## src/rtl/moore_pkg.sv

```systemverilog
// Shared widths and token type for the Moore machine and its b_out consumers.
package moore_pkg;

    localparam int SYM_W   = 2;
    localparam int STATE_W = 3;
    localparam int CNT_W   = 4;

    typedef struct packed {
        logic [SYM_W-1:0] sym;
        logic [CNT_W-1:0] cnt;
    } rle_tok_t;

endpackage

```

## src/rtl/rle_token_fifo.sv

```systemverilog
// First-word fall-through token FIFO; a push into a full FIFO is accepted
// only when a pop frees a slot in the same cycle.
module rle_token_fifo #(
    parameter int  DEPTH = 4,
    parameter int  W     = 6,
    localparam int AW    = $clog2(DEPTH),
    localparam int LW    = AW + 1
) (
    input  logic          clk,
    input  logic          reset,
    input  logic          push,
    input  logic [W-1:0]  din,
    input  logic          pop,
    output logic [W-1:0]  dout,
    output logic          full,
    output logic          empty,
    output logic [LW-1:0] level
);

    logic [W-1:0]  r_mem [DEPTH];
    logic [AW-1:0] r_wptr;
    logic [AW-1:0] r_rptr;
    logic [LW-1:0] r_level;
    logic          w_push;
    logic          w_pop;

    assign empty  = (r_level == '0);
    assign full   = (r_level == LW'(DEPTH));
    assign w_pop  = pop & ~empty;
    assign w_push = push & (~full | w_pop);
    assign level  = r_level;
    assign dout   = empty ? '0 : r_mem[r_rptr];

    always_ff @(posedge clk) begin
        if (w_push) begin
            r_mem[r_wptr] <= din;
        end
    end

    always_ff @(posedge clk or posedge reset) begin
        if (reset) begin
            r_wptr  <= '0;
            r_rptr  <= '0;
            r_level <= '0;
        end else begin
            if (w_push) begin
                r_wptr <= r_wptr + 1'b1;
            end
            if (w_pop) begin
                r_rptr <= r_rptr + 1'b1;
            end
            case ({w_push, w_pop})
                2'b10:   r_level <= r_level + 1'b1;
                2'b01:   r_level <= r_level - 1'b1;
                default: r_level <= r_level;
            endcase
        end
    end

endmodule

```

## src/rtl/moore_out_rle.sv

```systemverilog
// Run-length encoder for the Moore machine's b_out stream, feeding a small
// token FIFO so a stalled consumer never stalls the FSM.
module moore_out_rle #(
    parameter int  SYM_W      = moore_pkg::SYM_W,
    parameter int  CNT_W      = moore_pkg::CNT_W,
    parameter int  FIFO_DEPTH = 4,
    localparam int LVL_W      = $clog2(FIFO_DEPTH) + 1
) (
    input  logic             clk,
    input  logic             reset,
    input  logic [SYM_W-1:0] sym_in,
    input  logic             sym_en,
    input  logic             flush,
    output logic [SYM_W-1:0] tok_sym,
    output logic [CNT_W-1:0] tok_cnt,
    output logic             tok_valid,
    input  logic             tok_ready,
    output logic             overflow,
    output logic [LVL_W-1:0] fifo_level
);

    localparam int            TW      = SYM_W + CNT_W;
    localparam logic [CNT_W-1:0] CNT_MAX = '1;

    logic             r_run_active;
    logic [SYM_W-1:0] r_run_sym;
    logic [CNT_W-1:0] r_run_cnt;
    logic             r_overflow;

    logic             w_nxt_active;
    logic [SYM_W-1:0] w_nxt_sym;
    logic [CNT_W-1:0] w_nxt_cnt;
    logic             w_emit;
    logic             w_full;
    logic             w_empty;
    logic             w_pop;
    logic [TW-1:0]    w_head;

    always_comb begin
        w_nxt_active = r_run_active;
        w_nxt_sym    = r_run_sym;
        w_nxt_cnt    = r_run_cnt;
        w_emit       = 1'b0;
        if (flush) begin
            w_emit = r_run_active;
            if (sym_en) begin
                w_nxt_active = 1'b1;
                w_nxt_sym    = sym_in;
                w_nxt_cnt    = CNT_W'(1);
            end else begin
                w_nxt_active = 1'b0;
            end
        end else if (sym_en && !r_run_active) begin
            w_nxt_active = 1'b1;
            w_nxt_sym    = sym_in;
            w_nxt_cnt    = CNT_W'(1);
        end else if (sym_en && sym_in == r_run_sym && r_run_cnt != CNT_MAX) begin
            w_nxt_cnt = r_run_cnt + 1'b1;
        end else if (sym_en) begin
            // symbol change or saturated run: close it and restart at 1
            w_emit    = 1'b1;
            w_nxt_sym = sym_in;
            w_nxt_cnt = CNT_W'(1);
        end
    end

    always_ff @(posedge clk or posedge reset) begin
        if (reset) begin
            r_run_active <= 1'b0;
            r_run_sym    <= '0;
            r_run_cnt    <= '0;
        end else begin
            r_run_active <= w_nxt_active;
            r_run_sym    <= w_nxt_sym;
            r_run_cnt    <= w_nxt_cnt;
        end
    end

    assign w_pop = tok_valid & tok_ready;

    always_ff @(posedge clk or posedge reset) begin
        if (reset) begin
            r_overflow <= 1'b0;
        end else if (w_emit && w_full && !w_pop) begin
            r_overflow <= 1'b1;
        end
    end

    rle_token_fifo #(
        .DEPTH (FIFO_DEPTH),
        .W     (TW)
    ) u_fifo (
        .clk   (clk),
        .reset (reset),
        .push  (w_emit),
        .din   ({r_run_sym, r_run_cnt}),
        .pop   (tok_ready),
        .dout  (w_head),
        .full  (w_full),
        .empty (w_empty),
        .level (fifo_level)
    );

    assign tok_valid = ~w_empty;
    assign tok_sym   = w_head[TW-1:CNT_W];
    assign tok_cnt   = w_head[CNT_W-1:0];
    assign overflow  = r_overflow;

endmodule

```

## config.mk

```make
export PLATFORM = sky130hd
export DESIGN_NAME = moore_out_rle
export DESIGN_NICKNAME = d
export VERILOG_FILES = /design/src/rtl/moore_pkg.sv /design/src/rtl/rle_token_fifo.sv /design/src/rtl/moore_out_rle.sv
export SDC_FILE = /design/constraint.sdc
export NUM_CORES = 1
export LEC_CHECK = 0
export BUFFER_PORTS_ARGS = -buffer_cell sky130_fd_sc_hd__buf_4
export CAP_MARGIN = 20
export CORE_UTILIZATION = 25
export CTS_CLUSTER_SIZE = 8
export DETAILED_ROUTE_END_ITERATION = 7
export SLEW_MARGIN = 20
export SYNTH_ARGS = -nofsm -noshare
export SYNTH_HDL_FRONTEND = slang
export SYNTH_SLANG_ARGS = --single-unit
export TNS_END_PERCENT = 20
```

## constraint.sdc

```tcl
create_clock -name clk -period 3.1 [get_ports clk]
set_clock_uncertainty 0.05 [all_clocks]
set_input_delay 0.31 -clock clk [delete_from_list [all_inputs] [get_ports clk]]
set_output_delay 0.31 -clock clk [all_outputs]
set_load 0.03 [all_outputs]
```

======== Word-level counts from Yosys, hierarchy flattened ========
Memories as Yosys holds them, arrays and structs flattened.
Index checks and enable logic that the tools add are counted.
word-level totals
  register bits after elaboration ......... 15
  latch bits .............................. 0
  memory bits (writable) .................. 24
  memory bits (read-only) ................. 0
  input bits .............................. 7
  output and inout port bits .............. 11
  logic and storage cells ................. 52
  memories ................................ 1
memory list
  name          depth  bits a word  read ports  clocked after memory_dff  wr ports  RTL line              source
  u_fifo.r_mem  4      6            1           0                         1         rle_token_fifo.sv:20  logic [W-1:0] r_mem [DEPTH];
cells by class
  add/subtract/negate cells ............... 5
  multiply operators ...................... 0
  div/mod/pow operators ................... 0
  magnitude comparators ................... 0
  equality and inequality tests ........... 6
  shifts and indexed selects .............. 0
  mux-type cells .......................... 18
  bitwise operators ....................... 5
  reduce and logical (&&, ||, !) cells .... 10
operator list
  cell                 count
  $mux 4               4
  $mux 1               8
  $mux 2               4
  $mux 6               1
  $pmux 3 s2           1
  $logic_and 1x1->1    5
  $add 2x1->2 const B  2
  $add 4x1->4 const B  1
  $ne 4x4->1 const B   1
  $reduce_bool 2->1    2
  $add 3x1->3 const B  1
  $eq 3x3->1 const B   1
  $logic_not 3->1      1
  $ne 3x3->1 const B   1
  $sub 3x1->3 const B  1
  $and 1x1->1          2
  $eq 2x1->1 const B   1
  $eq 2x2->1           1
  $eq 2x2->1 const B   1
  $logic_not 1->1      2
  $not 1->1            2
  $or 1x1->1           1

======== Depth between registers and ports, before layout ========
Gate-level depths: netlist of the first run.
  depth after elaboration ................. 9
  mapped depth ............................ 10
  mapped depth without buffers ............ 10

======== Modules after synthesis ========
From an unflattened synthesis of the first run, not the netlist that was laid out.
second synthesis, totals
  cell total of the unflattened synthesis .. 120
  area, all modules ....................... 1809.2 um^2
modules (own cells, without submodules)
  module          times used  cells each  area each (um^2)  sequential area each (um^2)
  rle_token_fifo  1           79          1350.0            895.9
  moore_out_rle   1           41          459.2             200.2

======== Worst setup path after synthesis of the first run ========
Ideal clock, no wire load.
  path type ............................... register to register
  start point ............................. register u_fifo.r_level[0] (netlist: u_fifo.level[0])
  end point ............................... register u_fifo.r_level[2] (netlist: u_fifo.level[2])
  setup time .............................. 81 ps
  arrival time ............................ 2211 ps
  required time ........................... 2969 ps
  path slack .............................. 758 ps
  stages on the path, launching flop included .. 9
  path buffers ............................ 0
  period minus slack after synthesis ...... 2342 ps
  path through ............................ dfrtp_1 -> or4b_1 -> nand2b_1 -> ha_1 -> inv_1 -> fa_1 -> xor2_1 -> nor2_1 -> xor2_1
between the ends
  cells in the longest elaborated chain, start to end .. 7
  elaborated cells on any way between the ends .. 13
  classes of those cells .................. 2 x add/sub; 3 x eq/ne; 1 x mux; 5 x bitwise; 2 x reduce/logical
RTL lines
  what                                                    RTL line              source
  start: declaration                                      rle_token_fifo.sv:23  logic [LW-1:0] r_level;
  start signal: assignment                                rle_token_fifo.sv:53  2'b10: r_level <= r_level + 1'b1;
  start signal: assignment                                rle_token_fifo.sv:54  2'b01: r_level <= r_level - 1'b1;
  start signal: assignment                                rle_token_fifo.sv:55  default: r_level <= r_level;
  $logic_not 3->1                                         rle_token_fifo.sv:27  assign empty = (r_level == '0);
  $not 1->1                                               rle_token_fifo.sv:29  assign w_pop = pop & ~empty;
  $and 1x1->1                                             rle_token_fifo.sv:29
  $or 1x1->1                                              rle_token_fifo.sv:30  assign w_push = push & (~full | w_pop);
  $and 1x1->1                                             rle_token_fifo.sv:30
  $eq 2x1->1 / $eq 2x2->1 (equally long branches)         rle_token_fifo.sv:52  case ({w_push, w_pop})
  $pmux 3 s2 / $reduce_bool 2->1 (equally long branches)  -
Parallel ways exist; a longest one is shown, timed or not.
A chain may end at the register's enable or synchronous reset.

======== Final worst setup path of the first run ========
  start point ............................. register r_run_cnt[0]
  end point ............................... register u_fifo.r_level[2] (netlist: u_fifo.level[2])
between the ends
  cells in the longest elaborated chain, start to end .. 8
  elaborated cells on any way between the ends .. 10
  classes of those cells .................. 3 x eq/ne; 4 x mux; 1 x bitwise; 2 x reduce/logical
RTL lines
  what                                                    RTL line              source
  start: declaration                                      moore_out_rle.sv:27   logic [CNT_W-1:0] r_run_cnt;
  start signal: assignment                                moore_out_rle.sv:75   r_run_cnt <= w_nxt_cnt;
  $ne 4x4->1 (*)                                          moore_out_rle.sv:57   end else if (sym_en && sym_in == r_run_sym && r_run_cnt != CNT_MAX) begin
  $logic_and 1x1->1 (*)                                   moore_out_rle.sv:57
  $mux 1 (*)                                              moore_out_rle.sv:57
  $mux 1 (*)                                              moore_out_rle.sv:53   end else if (sym_en && !r_run_active) begin
  $mux 1 (*)                                              moore_out_rle.sv:44   if (flush) begin
  $and 1x1->1 (*)                                         rle_token_fifo.sv:30
  $eq 2x1->1 / $eq 2x2->1 (equally long branches)         rle_token_fifo.sv:52
  $pmux 3 s2 / $reduce_bool 2->1 (equally long branches)  -
Mark *: on every way between the ends. The rest lies on a longest branch, timed or not.

==> results of run 1 <==
[area by class of cell]
cell class	instances	area, sq um
well taps	96	120
multi-input cells	69	633
fillers	686	4740
flip-flops and latches	39	1100
inverters	10	37.5
clock inverters	2	12.5
repair buffers	21	158
clock buffers	6	72.6
[power breakdown]
part / switching, W / internal, W
combinational: 0.000410 / 0.000360
sequential: 0.000118 / 0.000674
clock: 0.000174 / 0.000157
total: 0.000702 / 0.00119
[metrics by stage]
stage / instances / hold WS (ns) / power [W] / instance area (sq um) / worst slack [ns]
global route: 243 / 0.0957 / 0.00203 / 2130 / 0.443
detailed placement: 235 / 0.383 / 0.00159 / 2040 / 0.643
floorplan: 122 / 0.161 / 0.00134 / 1790 / 0.758
finish: 243 / 0.0411 / 0.00189 / 2130 / 0.604
global placement: 235 / 0.392 / 0.00158 / 2040 / 0.696
CTS: 243 / 0.0719 / 0.00192 / 2130 / 0.605
[per-layer routing]
metal / global-route usage, % / wire length [microns]
met1: 12.5 / 1500
met3: 3.52 / 119
met2: 16.0 / 1540
met5: 0 / 0
met4: 3.64 / 37
[worst max-delay path by stage]
stage,from,endpoint,cells after the start
after global routing,r_run_cnt[0],u_fifo.level[2],10
after floorplan,u_fifo.level[0],u_fifo.level[2],8
after detailed placement,r_run_cnt[0],u_fifo.level[2],10
final,r_run_cnt[0],u_fifo.level[2],10
after CTS,r_run_cnt[0],u_fifo.level[2],10
after global placement,r_run_cnt[0],u_fifo.level[2],10
[cells in the mapped netlist (all sizes together)]
library cell   n  area [sq um]
fa             1          20.0
and2           7          46.3
nand4b         1          8.76
dfrtp         15           375
o21a           1          7.51
nor4b          1          23.8
mux2           2          22.5
o21ai          3          15.0
nor2           2          7.51
nand2b         3          18.8
xor2           3          26.3
mux4           6           135
a311oi         1          8.76
nand2          7          26.3
nand3b         1          7.51
or3            1          6.26
o32ai          1          8.76
nor2b          1          6.26
a41o           1          10.0
inv           10          37.5
nand3          3          15.0
clkbuf         1          3.75
nor3b          4          30.0
o21ba          1          10.0
ha             6          75.1
or4b           1          10.0
buf            3          21.3
o22ai          4          25.0
xnor2          4          35.0
mux2i          2          20.0
o21bai         1          7.51
edfxtp        24           721
[kinds of logic (layout without fill, tap and decap cells)]
logic type | count (synthesis) | count (layout) | share of synthesized area [%]
flops | 39 | 39 | 61.2
simple gates | 32 | 32 | 11.5
buf+inv | 14 | 39 | 3.49
compound gates | 13 | 13 | 5.17
mux | 10 | 10 | 9.92
fa+ha+maj | 7 | 7 | 5.31
xor+xnor | 7 | 7 | 3.42
[worst max-delay path, stage by stage (launching register included)]
cell      delay (ns)
dfrtp_1         0.46
ha_1            0.26
nand3_1         0.14
a41o_1          0.36
nand2b_1        0.15
ha_1            0.17
inv_1           0.06
fa_1            0.37
xor2_1          0.15
nor2_1          0.11
xor2_1          0.14
[sequential cells by signal, summed over array words and instances (netlist names), named ones only]
signal and count:
r_run_active 1, u_fifo.r_wptr 2, u_fifo.level 3, u_fifo.r_mem 24
u_fifo.r_rptr 2, r_run_cnt 4, overflow 1
==> impl_results.md, run 1 <==
* Clock Sinks at 39
* Max-cap viol count at 0
* GPL Wtd Cong at 0.745
* Vias/cell at 4.16
* Hold Vio Cnt, Final at 0
* Worst vdd ir at 0.179 mV
* Commonest non-fill, non-tap cell in the layout: edfxtp_1
* Sequential area share after synthesis at 61.2%
* Standard-cell row count at 30
* Syn nets at 136
* Via Count at 1,011
* All-Layer GR Usage at 10.0%
* Most frequent cells in the layout: 24 x edfxtp_1, 21 x buf_4, 15 x dfrtp_1, 10 x inv_1, 7 x nand2_1
* Total clock buffers created by CTS at 5
* Hold crit path type: in -> async
* Clock buffer depth at 2
* GRT overflow at 0
* CTS resizes at 0
* Yosys warns at 0
* Critical setup path kind: reg -> reg
* Min Tclk post-route at 2.50 ns
* Die Height at 86.7 microns
* ANT nets after route at 0
* Synth Instances at 122
* Fmax at 401 MHz
* Nets at 160
* Starting Density at 26.1%
* CP Launch Type: flip-flop
* Req. time, crit path at 3.27 ns
* TritonCTS clock tree: yes
* Cts hold-fix bufs at 0
* P&R area growth vs syn at 18.9%
* Pins Over Slew Limit at 0
* Post-Syn Area at 0.00179 sq mm
* Final period util at 80.5%
* # IOs at 18
* Fin util at 31.0%
* Mean area per synthesized cell at 14.7 sq um
* RR Endpoint: u_fifo.level[2]
* Outcome: finished clean
* Clock latency on the worst-skew pair at 0.29 ns
* Unrepaired setup endpoints after global routing: false
* Core area at 0.00687 sq mm
* DR WL/cell at 13.1 microns
* Setup TNS at 0 ns
* Max H-tree Level at 2
* Reg2Reg Depth at 10
* Die width at 86.7 microns
* DRC at 0
* Synth unique cells at 35
* Pwr/cell area at 889 mW/mm^2
* Max_slew headroom at 59.0%
* Critical R2R Launch: r_run_cnt[0]
* CTS Root Cell: clkbuf_8
* TritonRoute pass-1 iters at 4
* Share of cells above drive strength 1 at 26.5%
* DP HPWL at 2.21 mm
* First-pass GRT wire length at 5.50 mm
* Pin count of the biggest net entering global routing at 16
* # Post-CTS Setup Buffers at 0
* CP max FO at 8
* LEAKAGE at 0.812 nW
* I/O Buffers at 17
* Initial antenna violation count at 0
* Die area at 0.00751 sq mm
* WP data arrival at 2.66 ns
* DR iter-0 viols at 41
* Clock slew at reported path FFs at 0.07 ns
* Vias in the first global route at 1,036
* R2R setup slack at 0.60 ns
* DRT Wirelength at 3.19 mm
* Tightest Pin Transition at 0.614 ns
* #FFs+latches synth at 39
* Antenna cells at 0
* Critical path capture point type: flip-flop
* Setup-failing EPs final at 0
Note: power is estimated with default switching activity, not from simulation.
==> run 2: changes to the inputs <==
==> constraint.sdc (replaced) <==
create_clock -name clk -period 2.6 [get_ports clk]
set_clock_uncertainty 0.05 [all_clocks]
set_input_delay 0.26 -clock clk [delete_from_list [all_inputs] [get_ports clk]]
set_output_delay 0.26 -clock clk [all_outputs]
set_load 0.03 [all_outputs]
==> impl_results.md, run 2 (synthesized netlist as in run 1, its figures left out) <==
* Total clock buffers created by CTS at 5
* # fillers at 687
* CTS resizes at 0
* # Post-CTS Setup Buffers at 0
* TritonCTS clock tree: yes
* Top Family by Delay on Critical Path: adder cells
* # IOs at 18
* Max reg flops at 24
* Pins Over Slew Limit at 0
* Die width at 86.7 microns
* Vias in the first global route at 1,061
* P&R area growth vs syn at 20.7%
* Initial antenna violation count at 0
* CP max FO at 8
* Largest register by flop count: u_fifo.r_mem
* Req. time, crit path at 2.77 ns
* Final instance area at 0.00216 sq mm
* Hold Vio Cnt, Final at 15
* CTS Root Cell: clkbuf_8
* Antenna cells at 0
* Clock buffer depth at 2
* I/O Buffers at 17
* DRT Wirelength at 3.08 mm
* Setup-failing EPs final at 0
* Clock latency on the worst-skew pair at 0.29 ns
* Cts hold-fix bufs at 0
* Final period util at 88.7%
* Share of cells above drive strength 1 at 27.0%
* Die Height at 86.7 microns
* Most frequent cells in the layout: 24 x edfxtp_1, 22 x buf_4, 15 x dfrtp_1, 10 x inv_1, 7 x nand2_1
* Violations in the final reports: negative hold slack
* Vias/cell at 4.27
* Fmax at 434 MHz
* DP Worst Slack at 0.301 ns
* WP buf/inv at 1
* Tightest Pin Transition at 0.605 ns
* CP max stage delay at 0.46 ns
* TritonRoute pass-1 iters at 4
* Nets at 161
* Commonest non-fill, non-tap cell in the layout: edfxtp_1
* DR iter-0 viols at 52
* ANT nets after route at 0
* DRC at 0
* Setup TNS at 0 ns
* First-pass GRT wire length at 5.20 mm
* LEAKAGE at 0.832 nW
* Via Count at 1,043
* Pin count of the biggest net entering global routing at 16
* Max H-tree Level at 2
* Hold_ws at -0.0117 ns
* Clock slew at reported path FFs at 0.08 ns
* WP data arrival at 2.47 ns
* Max_slew headroom at 59.6%
* Critical path capture point type: flip-flop
* Pwr/cell area at 1090 mW/mm^2
* GPL Wtd Cong at 0.733
* Crit-path cells: ha_1 -> nand3_1 -> a41o_1 -> nand2b_1 -> ha_1 -> inv_1 -> fa_1 -> xor2_1 -> nor2_1 -> xor2_1
* DP HPWL at 2.26 mm
* Unrepaired setup endpoints after global routing: false
* Standard-cell row count at 30
* Slowest cell on the critical path: dfrtp_1
* Critical setup path kind: reg -> reg
* Max-cap viol count at 0
* Starting Density at 26.1%
* CP Launch Type: flip-flop
* Outcome: finished, violations left
* Hold crit path type: in -> async
* All-Layer GR Usage at 9.37%
* Fin util at 31.5%
* Cell area after placement at 0.00205 sq mm
* Core area at 0.00687 sq mm
* Final WS setup at 0.293 ns
* GRT overflow at 0
* DR WL/cell at 12.6 microns
* Die area at 0.00751 sq mm
* Worst vdd ir at 0.225 mV
* Clock Sinks at 39
* Min Tclk post-route at 2.31 ns
## run 2: cell types whose count changed in the layout (fill, tap and decap cells not counted)
cell | previous run | this run
clkinv_2 | 1 | 0
clkbuf_1 | 1 | 0
clkinv_1 | 0 | 1
inv_6 | 0 | 1
buf_4 | 21 | 22
bufinv_16 | 0 | 1
clkinvlp_4 | 1 | 0
## run 2: area by class of cell
| class | instances | area [sq um] | area share, % |
|---|---|---|---|
| Clock inverter | 3 | 42.5 | 1.97 |
| Timing Repair Buffer | 22 | 165 | 7.63 |
| Multi-Input combinational cell | 69 | 633 | 29.3 |
| Sequential cell | 39 | 1100 | 50.7 |
| Clock buffer | 5 | 68.8 | 3.18 |
| Inverter | 10 | 37.5 | 1.74 |
| Tap cell | 96 | 120 | 5.55 |
## run 2: worst paths after layout
kind,slack (ns),cells past startpoint,start,end
max,0.29,10,r_run_cnt[0],u_fifo.level[2]
min,-0.01,2,reset,async pin
max reg2reg,0.29,10,r_run_cnt[0],u_fifo.level[2]
min reg2reg,0.43,1,overflow,overflow
max in group asynchronous,2.12,2,reset,overflow
min in group clk,0.17,2,sym_in[0],flip-flop
## run 2: worst reg2reg max path: stages, from the launching register on
cell and delay (ns):
dfrtp_1 0.46, ha_1 0.27, nand3_1 0.14, a41o_1 0.22
nand2b_1 0.11, ha_1 0.17, inv_1 0.06, fa_1 0.37
xor2_1 0.15, nor2_1 0.11, xor2_1 0.14
## run 2: metrics by stage
step	cells	total power, W
after floorplan	122	0.00159
after global placement	236	0.00189
after detailed placement	236	0.00190
after CTS	244	0.00240
after global routing	244	0.00252
final	244	0.00236
## run 2: report_power, final
| part | total [W] | leakage, nW | switching [W] | internal, W |
|---|---|---|---|---|
| Sequential | 0.000946 | 0.397 | 0.000143 | 0.000803 |
| Combinational | 0.000918 | 0.379 | 0.000487 | 0.000430 |
| Clock | 0.000497 | 0.0562 | 0.000211 | 0.000286 |
## run 2: layer usage
layer | vias to the layer above | global-route usage (%) | share of wire [%]
met5 | - | 0 | 0
met4 | 0 | 3.64 | 1.2
met3 | 3 | 3.33 | 4.5
li1 | 495 | - | -
met1 | 521 | 11.5 | 47
met2 | 24 | 15.1 | 47
